File: src/rtl/vport_pkg.sv
// Shared constants for the virtual-port console: default port decode and TX state encoding.
package vport_pkg;

    localparam logic [13:0] VPORT_ADDR_DEF = 14'h1fff;
    localparam logic [7:0]  HALT_CHAR_DEF  = 8'hff;

    typedef logic [1:0] tx_state_t;

    localparam tx_state_t ST_IDLE  = 2'd0;
    localparam tx_state_t ST_START = 2'd1;
    localparam tx_state_t ST_DATA  = 2'd2;
    localparam tx_state_t ST_STOP  = 2'd3;

endpackage

File: src/rtl/vport_fifo.sv
// Synchronous byte FIFO; a push written at an edge is visible on pop_data from the next cycle.
// Full FIFO accepts a push only when a pop happens in the same cycle; otherwise push_ok stays low.
module vport_fifo #(
    parameter int DEPTH = 16
) (
    input  logic       clk,
    input  logic       resetn,
    input  logic       push,
    input  logic [7:0] push_data,
    output logic       push_ok,
    input  logic       pop,
    output logic [7:0] pop_data,
    output logic       empty,
    output logic       full
);

    localparam int AW = (DEPTH > 1) ? $clog2(DEPTH) : 1;

    logic [7:0]    mem [DEPTH];
    logic [AW-1:0] wr_ptr;
    logic [AW-1:0] rd_ptr;
    logic [AW:0]   count;
    logic          do_pop;

    assign empty    = (count == '0);
    assign full     = (count == (AW+1)'(DEPTH));
    assign do_pop   = pop && !empty;
    assign push_ok  = push && (!full || do_pop);
    assign pop_data = mem[rd_ptr];

    // DEPTH is a power of two, so the pointers wrap naturally.
    always_ff @(posedge clk) begin
        if (!resetn) begin
            wr_ptr <= '0;
            rd_ptr <= '0;
            count  <= '0;
        end else begin
            if (push_ok) begin
                wr_ptr <= wr_ptr + 1'b1;
            end
            if (do_pop) begin
                rd_ptr <= rd_ptr + 1'b1;
            end
            count <= count + {{AW{1'b0}}, push_ok} - {{AW{1'b0}}, do_pop};
        end
    end

    always_ff @(posedge clk) begin
        if (push_ok) begin
            mem[wr_ptr] <= push_data;
        end
    end

endmodule

File: src/rtl/vport_uart_tx.sv
// Console port: snoops data_ram byte writes to VPORT_ADDR and sends them as 8N1 frames on uart_txd.
// txd falls two cycles after the write edge; bytes arriving with the FIFO full are dropped (overflow).
module vport_uart_tx
    import vport_pkg::*;
#(
    parameter logic [13:0] VPORT_ADDR = VPORT_ADDR_DEF,
    parameter logic [7:0]  HALT_CHAR  = HALT_CHAR_DEF,
    parameter int          CLK_DIV    = 434,
    parameter int          FIFO_DEPTH = 16
) (
    input  logic        clk,
    input  logic        resetn,
    input  logic [13:0] ram_addra,
    input  logic [3:0]  ram_wea,
    input  logic [31:0] ram_dina,
    output logic        uart_txd,
    output logic        tx_busy,
    output logic        overflow,
    output logic        halt
);

    localparam int             CW       = (CLK_DIV > 1) ? $clog2(CLK_DIV) : 1;
    localparam logic [CW-1:0]  CNT_LAST = CW'(CLK_DIV - 1);

    tx_state_t     state;
    logic [CW-1:0] cnt;
    logic [2:0]    idx;
    logic [7:0]    shreg;
    logic          halt_pending;

    logic          hit;
    logic          is_halt;
    logic          push;
    logic          push_ok;
    logic          pop;
    logic [7:0]    fifo_dout;
    logic          fifo_empty;
    logic          fifo_full;
    logic          cnt_end;
    logic          unused_dina_hi;

    // Only the low byte of the write data carries the character.
    assign unused_dina_hi = ^ram_dina[31:8];

    assign hit     = (ram_addra == VPORT_ADDR) && (|ram_wea);
    assign is_halt = (ram_dina[7:0] == HALT_CHAR);
    assign push    = hit && !is_halt && !halt_pending;
    assign cnt_end = (cnt == CNT_LAST);

    always_comb begin
        pop = 1'b0;
        case (state)
            ST_IDLE: pop = !fifo_empty;
            ST_STOP: pop = cnt_end && !fifo_empty;
            default: pop = 1'b0;
        endcase
    end

    vport_fifo #(
        .DEPTH (FIFO_DEPTH)
    ) u_fifo (
        .clk       (clk),
        .resetn    (resetn),
        .push      (push),
        .push_data (ram_dina[7:0]),
        .push_ok   (push_ok),
        .pop       (pop),
        .pop_data  (fifo_dout),
        .empty     (fifo_empty),
        .full      (fifo_full)
    );

    always_ff @(posedge clk) begin
        if (!resetn) begin
            state <= ST_IDLE;
            cnt   <= '0;
            idx   <= '0;
            shreg <= '0;
        end else begin
            case (state)
                ST_IDLE: begin
                    if (!fifo_empty) begin
                        shreg <= fifo_dout;
                        cnt   <= '0;
                        state <= ST_START;
                    end
                end
                ST_START: begin
                    if (cnt_end) begin
                        cnt   <= '0;
                        idx   <= '0;
                        state <= ST_DATA;
                    end else begin
                        cnt <= cnt + 1'b1;
                    end
                end
                ST_DATA: begin
                    if (cnt_end) begin
                        cnt <= '0;
                        if (idx == 3'd7) begin
                            state <= ST_STOP;
                        end else begin
                            idx <= idx + 1'b1;
                        end
                    end else begin
                        cnt <= cnt + 1'b1;
                    end
                end
                default: begin
                    // Chain straight into the next start bit when more bytes are waiting.
                    if (cnt_end) begin
                        cnt <= '0;
                        if (!fifo_empty) begin
                            shreg <= fifo_dout;
                            state <= ST_START;
                        end else begin
                            state <= ST_IDLE;
                        end
                    end else begin
                        cnt <= cnt + 1'b1;
                    end
                end
            endcase
        end
    end

    // txd is a register that follows the FSM by one cycle, so it never glitches.
    always_ff @(posedge clk) begin
        if (!resetn) begin
            uart_txd     <= 1'b1;
            tx_busy      <= 1'b0;
            overflow     <= 1'b0;
            halt         <= 1'b0;
            halt_pending <= 1'b0;
        end else begin
            case (state)
                ST_START: uart_txd <= 1'b0;
                ST_DATA:  uart_txd <= shreg[idx];
                default:  uart_txd <= 1'b1;
            endcase
            tx_busy <= (state != ST_IDLE) || !fifo_empty;
            if (push && !push_ok) begin
                overflow <= 1'b1;
            end
            if (hit && is_halt) begin
                halt_pending <= 1'b1;
            end
            if (halt_pending && fifo_empty && (state == ST_IDLE)) begin
                halt <= 1'b1;
            end
        end
    end

endmodule
File: config.mk
export PLATFORM = sky130hd
export DESIGN_NAME = vport_uart_tx
export DESIGN_NICKNAME = d
export VERILOG_FILES = /design/src/rtl/vport_pkg.sv /design/src/rtl/vport_fifo.sv /design/src/rtl/vport_uart_tx.sv
export SDC_FILE = /design/constraint.sdc
export NUM_CORES = 1
export LEC_CHECK = 0
export CORE_ASPECT_RATIO = 1.25
export CORE_MARGIN = 8
export CORE_UTILIZATION = 25
export CTS_BUF_LIST = sky130_fd_sc_hd__clkbuf_16
export CTS_CLUSTER_DIAMETER = 200
export CTS_CLUSTER_SIZE = 40
export DETAILED_ROUTE_END_ITERATION = 6
export HOLD_SLACK_MARGIN = 0.15
export PLACE_DENSITY = 0.42
export SETUP_SLACK_MARGIN = 0.5
export SYNTH_ARGS = -nofsm -noshare
export SYNTH_HDL_FRONTEND = slang
export SYNTH_SLANG_ARGS = --single-unit
File: constraint.sdc
create_clock -name clk -period 3.7 [get_ports clk]
set_input_delay 0.37 -clock clk [delete_from_list [all_inputs] [get_ports clk]]
set_output_delay 0.37 -clock clk [all_outputs]
set_load 0.01 [all_outputs]
* Word-level counts from Yosys, hierarchy flattened
Memory sizes are Yosys's and may differ from the RTL's. A register that Yosys moved wholly into a read port is not among the register bits.
Cells that the tools add are included.
** Storage, ports and cells
- Memory bits (writable) :: 128
- Output and inout port bits :: 4
- Register bits after elaboration :: 40
- Word-level logic and storage cells :: 86
- Memories kept :: 1
- Input port bits :: 52
** Cells by class
- Multiplexer cells :: 25
- Order comparisons :: 1
- Add/sub/neg operators :: 6
- Bitwise gates (word level) :: 1
- Reductions and logical operators :: 27
- Equal/unequal tests :: 13
** Memories
- u_fifo.mem :: depth 16, width 8, read ports 1, clocked after memory_dff 1, wr ports 1, line vport_fifo.sv:19 : logic [7:0] mem [DEPTH];
** Operator list (number)
- two-way mux 9 bit :: 3
- two-way mux 8 bit :: 2
- case mux 8 bit (2 select lines) :: 1
- == test 14 x 13 -> 1 bit, second input constant :: 1
- logical AND 1 bit :: 10
- two-way mux 2 bit :: 5
- inequality test 2 bit, second input constant :: 5
- adder 9 x 1 -> 9 bit, second input constant :: 1
- == test 9 bit, second input constant :: 1
- two-way mux 3 bit :: 3
- adder 4 x 1 -> 4 bit, second input constant :: 2
- == test 8 bit, second input constant :: 1
- two-way mux 4 bit :: 2
- case mux 2 bit (3 select lines) :: 1
- case mux 3 bit (2 select lines) :: 1
- nonzero test 2 bit :: 3
- adder 5 x 1 -> 5 bit :: 1
- == test 5 bit, second input constant :: 1
- logical NOT 1 bit :: 5
- logical NOT 5 bit :: 1
- AND reduction 5 bit :: 1
- subtractor 5 x 1 -> 5 bit :: 1
- == test 2 bit, second input constant :: 2
- < comparator 3 x 4 -> 1 bit, second input constant :: 1
- other kinds (13) :: 18

* Depth between registers and ports, before layout
Gate-level depths: netlist (run 1).
- Depth in word-level cells :: 9
- Gate-level depth with buffers :: 16
- Gate-level depth less buffers :: 15

* Cells and area by module
Synthesis (run 1) repeated with hierarchy kept, for this count alone.
** Second synthesis, totals
- Cells, all modules :: 477
- Area total of the unflattened synthesis :: 7363.3 um2
** By module, submodules not included
- vport_fifo :: area an instance 5859.4 um2, cells an instance 311, times used 1
- vport_uart_tx :: area an instance 1503.9 um2, cells an instance 166, times used 1

* Worst setup path before layout (run 1)
No wires, ideal clock.
- Path kind :: register to register
- Start point :: register cnt[0]
- End point :: register u_fifo.count[4]
- Path slack :: 993 ps
- Required time :: 3578 ps
- Period minus slack after synthesis :: 2707 ps
- Arrival :: 2586 ps
- Cell stages (with the launch flop) :: 16
- Path buffers :: 1
- Cell sequence :: dfxtp_1 ha_1 and4_1 clkbuf_1 a31oi_1 nor3_2 ha_1 inv_1 ha_1 inv_1 fa_1 inv_1 a21oi_1 nor2_1 or3_1 a21oi_1
** Between the ends
- Word-level cells in the longest chain between the ends :: 8
** Ends and longest elaborated chain
- start: declaration :: line vport_uart_tx.sv:26 : logic [CW-1:0] cnt;
- start signal: assignment :: line vport_uart_tx.sv:94 : cnt <= cnt + 1'b1;
- start signal: assignment :: line vport_uart_tx.sv:106 : cnt <= cnt + 1'b1;
- start signal: assignment :: line vport_uart_tx.sv:120 : cnt <= cnt + 1'b1;
- == test 9 bit (*) :: line vport_uart_tx.sv:48 : assign cnt_end = (cnt == CNT_LAST);
- logical AND 1 bit (*) :: line vport_uart_tx.sv:54 : ST_STOP: pop = cnt_end && !fifo_empty;
- case mux 1 bit (2 select lines) (*) :: line vport_uart_tx.sv:52 : case (state)
- logical AND 1 bit (*) :: line vport_fifo.sv:27 : assign do_pop = pop && !empty;
- named net u_fifo.do_pop :: line vport_fifo.sv:23 : logic do_pop;
- logical OR 1 bit :: line vport_fifo.sv:28 : assign push_ok = push && (!full || do_pop);
- logical AND 1 bit :: line vport_fifo.sv:28
- adder 5 x 1 -> 5 bit :: line vport_fifo.sv:44 : count <= count + {{AW{1'b0}}, push_ok} - {{AW{1'b0}}, do_pop};
- subtractor 5 x 1 -> 5 bit (*) :: line vport_fifo.sv:44
- end signal: assignment :: line vport_fifo.sv:44
- end: declaration :: line vport_fifo.sv:22 : logic [AW:0] count;
The timed path passes the listed nets; every way through them passes the cells marked *.
A chain may end at the register's enable or synchronous reset.

* Final worst setup path (run 1)
Same ends and word-level chain as after synthesis.

==> results.toml, run 1 <==
[pwr]
p_seq_share_pct = 43.4
p_sw_share_pct = 30.4
power_frac_clock_pct = 35.2
p_leak_nw = 2.88
internal_power_mw = 3.62
pwr-share-comb_pct = 21.4
powerDensity_nw_per_um2 = 594
ir_drop_v = 0.000299
switchingPower_mw = 1.58

[synthesis]
synth_warnings = 0
ys_async_sr_fraction_pct = 0
synthCells = 481
syn_area_um2 = 7180
avgSynthCellArea_um2 = 14.9
synth_largest_area_cell = "edfxtp_1"
synth_top_area_share_pct = 53.5
synth_nets = 554
synthFlopType = "edfxtp_1"
synth_seq_cells = 172
ys_top_cells_by_area = "edfxtp_1 (54%), dfxtp_1 (12%), mux4_2 (11%)"
ys_seq_area_share_pct = 65.8
synth_edf_count = 128
synth_cell_type_count = 52

[worst_setup_path]
end_kind = "register"
crit_arrival_ns = 3.25
path_class = "reg2reg"
cp.required_ns = 3.99
path_max_fanout = 6
crit_path_start_kind = "register"

[place]
dp_slack_ns = 0.427
place.gp.congestion = 0.765
dpl.hpwl_um = 11000
portBuffers = 31

[sta]
setup_violations = 0
finalSetupTns_ns = 0
rsz0062_at_grt = "no"
fin_skew_ns = 0.0147
setup_ws_ns = 0.735
max_clock_freq_mhz = 337
fin_crit_ns = 2.97
hold_viol_final = 0
post-route-period-util_pct = 80.1
maxSlewHeadroom_pct = 44.9
worstMarginPinSlew_ns = 0.825
slew_viol_final = 0

[clock_network]
cts_max_path_buffers = 2
worstSkewPairLatency_ns = 0.43
cts_buffers = 17
cts_tree = "yes"
clk_pin_slew_ns = 0.08
clock-sinks = 172
h-tree-depth = 4
root_buffer = "clkbuf_16"

[detailed_routing]
drtAntennaViolNets = 0
via_per_inst = 4.56
vias = 4150
first_pass_iters = 4
wirelength_um = 16400
drc = 0
wl_per_cell_um = 18.0
drtIter0Drc = 245

[cells_and_area]
num_antenna_cells = 0
finalNetCount = 616
nFillCells = 2759
syn_to_final_growth_pct = 21.7
drive_gt1_share_pct = 19.8

[grt]
grt_pass1_vias = 4420
antenna_found_initial = 0
grt_overflow_total = 0
grt_use_total_pct = 9.81
grt_max_degree = 33
grt_first_pass_wirelength_um = 25200

[floorplanning]
core_um2 = 28300
dieArea_um2 = 34400
io_pins = 56
rows = 69
die_w_um = 168
die_h_um = 206
start_util_pct = 25.4

[job]
maxCapViolCount = 0

[worst_hold_path]
hold_path.class = "reg2reg"

[status]
status = "complete, no violations"
## through the flow
stage | std cells | total power [mW] | util, % | hold WS [ns] | area, um2
floorplan | 481 | 3.04 | - | 0.443 | 7180
global placement | 876 | 3.36 | 28.5 | 0.441 | 8080
detailed placement | 876 | 3.37 | 28.5 | 0.441 | 8080
CTS | 908 | 5.22 | 30.7 | 0.451 | 8700
global route | 911 | 5.47 | 30.9 | 0.472 | 8740
finish | 911 | 5.19 | 30.9 | 0.447 | 8740
## routing by layer
metal | share of wire [%] | GRT usage, % | vias up | wire length [um]
met5 | 0 | 0 | - | 0
met4 | 1.1 | 3.13 | 0 | 176
met3 | 2.1 | 2.34 | 15 | 348
met2 | 54 | 18.0 | 47 | 8780
met1 | 43 | 11.1 | 2109 | 7050
li1 | - | - | 1979 | -
## cell usage after synthesis, types with 2 or more instances
library cell and count:
a21o_1 2, a21oi_1 22, a22o_1 16, a311oi_1 2, a31oi_1 2, and2_1 3
and3_1 4, buf_1 3, buf_2 3, clkbuf_1 11, dfxtp_1 44, edfxtp_1 128
ha_1 20, inv_1 18, inv_2 2, mux2i_1 6, mux4_2 34, nand2_1 38
nand2b_1 3, nand3_1 6, nand3b_1 3, nand4_1 6, nor2_1 41, nor2b_1 3
nor3_1 8, nor3_2 2, o21a_1 2, o21ai_0 14, o22ai_1 8, or3_1 3
xnor2_1 2, xor2_1 2
## critical path, stage by stage (launching register included)
cell     delay, ns
dfxtp_1       0.42
ha_1          0.20
and4_1        0.34
a31oi_1       0.17
nor3_4        0.33
ha_1          0.28
inv_1         0.06
ha_1          0.15
inv_1         0.05
fa_1          0.39
inv_1         0.07
a21oi_1       0.06
nor2_1        0.12
or3_1         0.13
a21oi_1       0.06
## layout make-up
type | count | area, um2 | share of cell area (%)
Tap cell | 355 | 444 | 5.08
Clock inverter | 15 | 196 | 2.25
Multi-Input combinational cell | 272 | 2330 | 26.7
Clock buffer | 17 | 425 | 4.87
Timing Repair Buffer | 60 | 541 | 6.18
Inverter | 20 | 75.1 | 0.859
Sequential cell | 172 | 4730 | 54.1
## final timing paths
path	start	endpoint	slack, ns	cells after the start
max	cnt[0]	u_fifo.count[4]	0.73	14
min	overflow	overflow	0.45	2
max reg2reg	cnt[0]	u_fifo.count[4]	0.73	14
min reg2reg	overflow	overflow	0.45	2
## placed cells by master, fill, tap and decap left out, types with 14 or more instances in the layout
master / instances
buf_4: 28
edfxtp_1: 128
o21ai_0: 14
a21oi_1: 22
nand2_1: 38
dfxtp_1: 43
ha_1: 19
clkdlybuf4s50_1: 31
a22o_1: 16
clkbuf_16: 17
mux4_2: 34
inv_1: 18
nor2_1: 41
## flip-flops by register name, indices dropped and copies added (netlist names), named ones only
name           flops
halt_pending       1
tx_busy            1
u_fifo.rd_ptr      4
u_fifo.count       5
u_fifo.mem       128
idx                3
overflow           1
state              2
cnt                9
uart_txd           1
halt               1
u_fifo.wr_ptr      4
shreg              8
## timing repair
item / CTS / global route
setup buffers: 0 / 3
gates resized for setup: 0 / 3
hold endpoints to repair: 0 / 0
setup endpoints to repair: 0 / 1
hold buffers: 0 / 0
## cells by family after synthesis
group / after synthesis / synth area share [%]
buf+inv: 37 / 1.99
fa+ha+maj: 21 / 3.76
xor+xnor: 4 / 0.488
mux: 41 / 11.7
simple gates: 131 / 9.41
flops: 172 / 65.8
compound gates: 75 / 6.92
## power groups by stage
| stage | Clock [mW] | Sequential, mW | Combinational, mW |
|---|---|---|---|
| final | 1.83 | 2.26 | 1.11 |
| after global routing | 1.96 | 2.28 | 1.23 |
| after CTS | 1.88 | 2.26 | 1.08 |
| after detailed placement | 0 | 2.30 | 1.07 |
| after global placement | 0 | 2.30 | 1.06 |
| after floorplan | 0 | 2.25 | 0.790 |
Note: power is estimated with default switching activity, not from simulation.
==> run 2, diff against run 1 <==
--- a/config.mk
+++ b/config.mk
@@ -13,7 +13,7 @@
 export CTS_CLUSTER_SIZE = 40
 export DETAILED_ROUTE_END_ITERATION = 6
 export HOLD_SLACK_MARGIN = 0.15
-export PLACE_DENSITY = 0.42
+export PLACE_DENSITY = 0.43
 export SETUP_SLACK_MARGIN = 0.5
 export SYNTH_ARGS = -nofsm -noshare
 export SYNTH_HDL_FRONTEND = slang
==> constraint.sdc (replaced) <==
create_clock -name clk -period 2.5 [get_ports clk]
set_input_delay 0.25 -clock clk [delete_from_list [all_inputs] [get_ports clk]]
set_output_delay 0.25 -clock clk [all_outputs]
set_load 0.01 [all_outputs]
==> results.toml, run 2 (same netlist as run 1, synthesis figures left out) <==
[grt]
grt_pass1_vias = 4758
grt_first_pass_wirelength_um = 26300
grtUsageMet3_pct = 1.96
grt-busiest-layer = "met2"
antenna_found_initial = 0
grt_use_met2_pct = 18.8
grt_max_degree = 33
gr-usage-met1_pct = 11.1
grt_use_total_pct = 10.0
grt_overflow_total = 0

[worst_setup_path]
path_max_fanout = 2
crit_arrival_ns = 2.85
cp.required_ns = 2.85
end_kind = "register"
crit_path_start_kind = "register"
path_class = "reg2reg"

[sta]
worstMarginPinSlew_ns = 0.669
slew_viol_final = 0
setup_violations = 1
hold_viol_final = 0
rsz0062_at_grt = "yes"
max_clock_freq_mhz = 399
fin_skew_ns = 0.00908
post-route-period-util_pct = 100
setup_ws_ns = -0.00399
fin_crit_ns = 2.50
maxSlewHeadroom_pct = 55.3

[cells_and_area]
final_common_cell = "edfxtp_1"
num_antenna_cells = 0
final_area_um2 = 9540
syn_to_final_growth_pct = 32.8
top_regs = "u_fifo.mem: 128 flops, cnt: 9 flops, shreg: 8 flops"
nFillCells = 2765
max_flop_register = "u_fifo.mem"
mostFrequentLayoutCells = "edfxtp_1 (128), buf_4 (55), dfxtp_1 (36)"
finalNetCount = 663
drive_gt1_share_pct = 32.3
largest_reg_flops = 128

[floorplanning]
start_util_pct = 25.4
rows = 69
io_pins = 56
core_um2 = 28300
die_h_um = 206
dieArea_um2 = 34400
die_w_um = 168

[detailed_routing]
first_pass_iters = 4
drc = 0
vias = 4360
drtIter0Drc = 204
wirelength_um = 16500
wl_per_cell_um = 17.3
drtAntennaViolNets = 0
via_per_inst = 4.56

[place]
dpl.hpwl_um = 11500
dpl-instance-area_um2 = 8730
place.gp.congestion = 0.724
dp_slack_ns = -0.347
portBuffers = 31

[clock_network]
clock-sinks = 172
h-tree-depth = 4
ctsHoldBuffers = 0
worstSkewPairLatency_ns = 0.42
clk_pin_slew_ns = 0.06
root_buffer = "clkbuf_16"
cts_max_path_buffers = 2
cts_tree = "yes"
cts_buffers = 17

[pwr]
powerDensity_nw_per_um2 = 817
ir_drop_v = 0.000472
p_leak_nw = 3.16

[job]
maxCapViolCount = 0

[worst_hold_path]
hold_path.class = "reg2reg"

[status]
status = "finished with violations"
violations = "setup timing"
[run 2: stage by stage]
step	hold WS [ns]	total power [mW]	setup TNS [ns]	util (%)	instances
6_report	0.448	7.79	-0.00399	33.7	956
3_3_place_gp	0.449	5.14	-0.582	30.8	912
4_1_cts	0.452	7.82	-0.426	33.4	952
5_1_grt	0.477	8.21	-2.87	33.7	956
3_5_place_dp	0.442	5.17	-3.79	30.8	912
2_1_floorplan	0.349	4.50	-0.143	-	481
[run 2: path summary, 6_finish.rpt]
check	startpoint	end	slack [ns]	depth (start not counted)
worst max register to register	cnt[1]	u_fifo.count[4]	-0.004	16
worst max-delay path	cnt[1]	u_fifo.count[4]	-0.004	16
worst min register to register	overflow	overflow	0.45	2
worst min-delay path	overflow	overflow	0.45	2
[run 2: final cells by class]
| type | instances | area, um2 | share of cell area (%) |
|---|---|---|---|
| Clock buffer | 17 | 425 | 4.46 |
| Clock inverter | 13 | 123 | 1.29 |
| Inverter | 20 | 75.1 | 0.787 |
| Multi-Input combinational cell | 272 | 2600 | 27.3 |
| Sequential cell | 172 | 4730 | 49.6 |
| Tap cell | 355 | 444 | 4.66 |
| Timing Repair Buffer | 107 | 1130 | 11.9 |
[run 2: metal layers]
metal	vias up	routed length (um)	share of wire, %
li1	2064	-	-
met1	2239	7030	43
met2	47	8980	54
met3	10	327	2.0
met4	0	168	1.0
met5	-	0	0
[run 2: worst max-delay path, stage by stage (launching register included)]
cell,delay [ns]
dfxtp_2,0.33
inv_2,0.03
ha_2,0.16
and4_1,0.16
a31oi_1,0.18
nor3_2,0.06
buf_4,0.15
ha_4,0.25
inv_2,0.04
ha_4,0.15
inv_2,0.04
fa_2,0.20
inv_2,0.04
a21oi_2,0.10
nor2_1,0.05
or3_1,0.38
a21oi_2,0.12
[run 2: repair_timing]
item                                    in CTS  in global routing
pin swaps                                   19                 13
gates resized for setup                     21                 14
buffers inserted                            10                  4
endpoints found under the setup margin     142                148
[run 2: power by group]
group / switching (mW) / internal [mW]
combinational: 1.01 / 1.01
sequential: 0.0845 / 3.20
clock: 1.11 / 1.37
total: 2.21 / 5.58
==> run 3, diff against run 2 <==
--- a/config.mk
+++ b/config.mk
@@ -5,7 +5,7 @@
 export SDC_FILE = /design/constraint.sdc
 export NUM_CORES = 1
 export LEC_CHECK = 0
-export CORE_ASPECT_RATIO = 1.25
+export CORE_ASPECT_RATIO = 2
 export CORE_MARGIN = 8
 export CORE_UTILIZATION = 25
 export CTS_BUF_LIST = sky130_fd_sc_hd__clkbuf_16
==> constraint.sdc (replaced) <==
create_clock -name clk -period 2.5 [get_ports clk]
set_input_delay 0.25 -clock clk [delete_from_list [all_inputs] [get_ports clk]]
set_output_delay 0.25 -clock clk [all_outputs]
set_load 0.02 [all_outputs]
==> results.toml, run 3 (same netlist as run 1, synthesis figures left out) <==
[grt]
grt_use_met2_pct = 16.9
grt-busiest-layer = "met2"
antenna_found_initial = 0
grt_overflow_total = 0
grt_first_pass_wirelength_um = 27100
grt_pass1_vias = 4630
gr-usage-met1_pct = 13.4
grt_use_total_pct = 10.5
grt_max_degree = 33
grtUsageMet3_pct = 2.42

[floorplanning]
die_h_um = 256
rows = 88
dieArea_um2 = 34700
io_pins = 56
start_util_pct = 25.2
die_w_um = 136
core_um2 = 28500

[sta]
worstMarginPinSlew_ns = 0.715
maxSlewHeadroom_pct = 52.2
fin_crit_ns = 2.53
setup_ws_ns = -0.0300
setup_violations = 1
slew_viol_final = 0
finalSetupTns_ns = -0.0300
max_clock_freq_mhz = 395
fin_skew_ns = 0.0108
rsz0062_at_grt = "yes"
hold_viol_final = 0
post-route-period-util_pct = 101

[cells_and_area]
finalNetCount = 660
final_core_util_pct = 33.7
mostFrequentLayoutCells = "edfxtp_1 (128), buf_4 (44), dfxtp_1 (37)"
max_flop_register = "u_fifo.mem"
largest_reg_flops = 128
top_regs = "u_fifo.mem: 128 flops, cnt: 9 flops, shreg: 8 flops"
final_common_cell = "edfxtp_1"
final_area_um2 = 9610
drive_gt1_share_pct = 32.2
nFillCells = 2767
num_antenna_cells = 0
syn_to_final_growth_pct = 33.9

[detailed_routing]
vias = 4312
via_per_inst = 4.49
drtAntennaViolNets = 0
wl_per_cell_um = 18.1
first_pass_iters = 4
drc = 0
wirelength_um = 17400
drtIter0Drc = 215

[place]
portBuffers = 31
dpl.hpwl_um = 11600
place.gp.congestion = 0.734
dp_slack_ns = -0.219
dpl-instance-area_um2 = 8730

[clock_network]
clk_pin_slew_ns = 0.06
root_buffer = "clkbuf_16"
cts_buffers = 17
clock-sinks = 172
worstSkewPairLatency_ns = 0.43
cts_tree = "yes"
h-tree-depth = 4
cts_max_path_buffers = 2

[job]
maxCapViolCount = 0

[worst_setup_path]
cp.required_ns = 2.87
crit_arrival_ns = 2.90
crit_path_start_kind = "register"
end_kind = "register"
path_class = "reg2reg"
path_max_fanout = 3

[pwr]
p_leak_nw = 3.18
ir_drop_v = 0.000419
fin_total_pwr_mw = 8.08
powerDensity_nw_per_um2 = 840

[status]
violations = "setup timing"
status = "finished with violations"

[worst_hold_path]
hold_path.class = "reg2reg"
## run 3: worst max-delay path, cell delays in order, from the launching register on
cell and delay (ns):
dfxtp_2 0.34, buf_6 0.11, nor4b_4 0.36, a31oi_4 0.13, nor3_4 0.21, ha_1 0.26
inv_2 0.07, ha_4 0.13, inv_2 0.04, fa_2 0.39, inv_2 0.06, a21oi_2 0.04
nor2_2 0.09, o21ai_1 0.09, a21oi_2 0.13
## run 3: through the flow
step	hold WS (ns)	cells
2_1_floorplan	0.349	481
3_3_place_gp	0.439	921
3_5_place_dp	0.439	921
4_1_cts	0.460	958
5_1_grt	0.500	960
6_report	0.451	960
## run 3: cell type report
cell class | count | area (um2) | area share (%)
inverter | 20 | 75.1 | 0.781
sequential | 172 | 4730 | 49.2
tap | 360 | 450 | 4.69
clock inverter | 15 | 186 | 1.94
multi-input combinational | 272 | 2610 | 27.2
clock buffer | 17 | 425 | 4.43
timing repair buffer | 104 | 1130 | 11.8
## run 3: metal layers
metal / part of all wire, % / wire length [um]
met5: 0 / 0
met4: 1.4 / 243
met3: 3.7 / 641
met2: 50 / 8620
met1: 45 / 7890
## run 3: path summary, 6_finish.rpt
kind / startpoint / endpoint / slack [ns] / depth (start not counted)
setup / recovery: cnt[6] / u_fifo.count[4] / -0.03 / 14
hold / removal: overflow / overflow / 0.45 / 2
setup reg to reg: cnt[6] / u_fifo.count[4] / -0.03 / 14
hold reg to reg: overflow / overflow / 0.45 / 2
## run 3: power breakdown
group | switching [mW] | internal (mW)
clock | 1.17 | 1.60
combinational | 1.03 | 1.01
sequential | 0.0927 | 3.19
## run 3: repair_timing
action,CTS,global route
hold buffers,0,0
setup endpoints to repair,141,145
cloned,0,1
pin swaps,13,15
buffers inserted,5,1
resized for setup,29,17
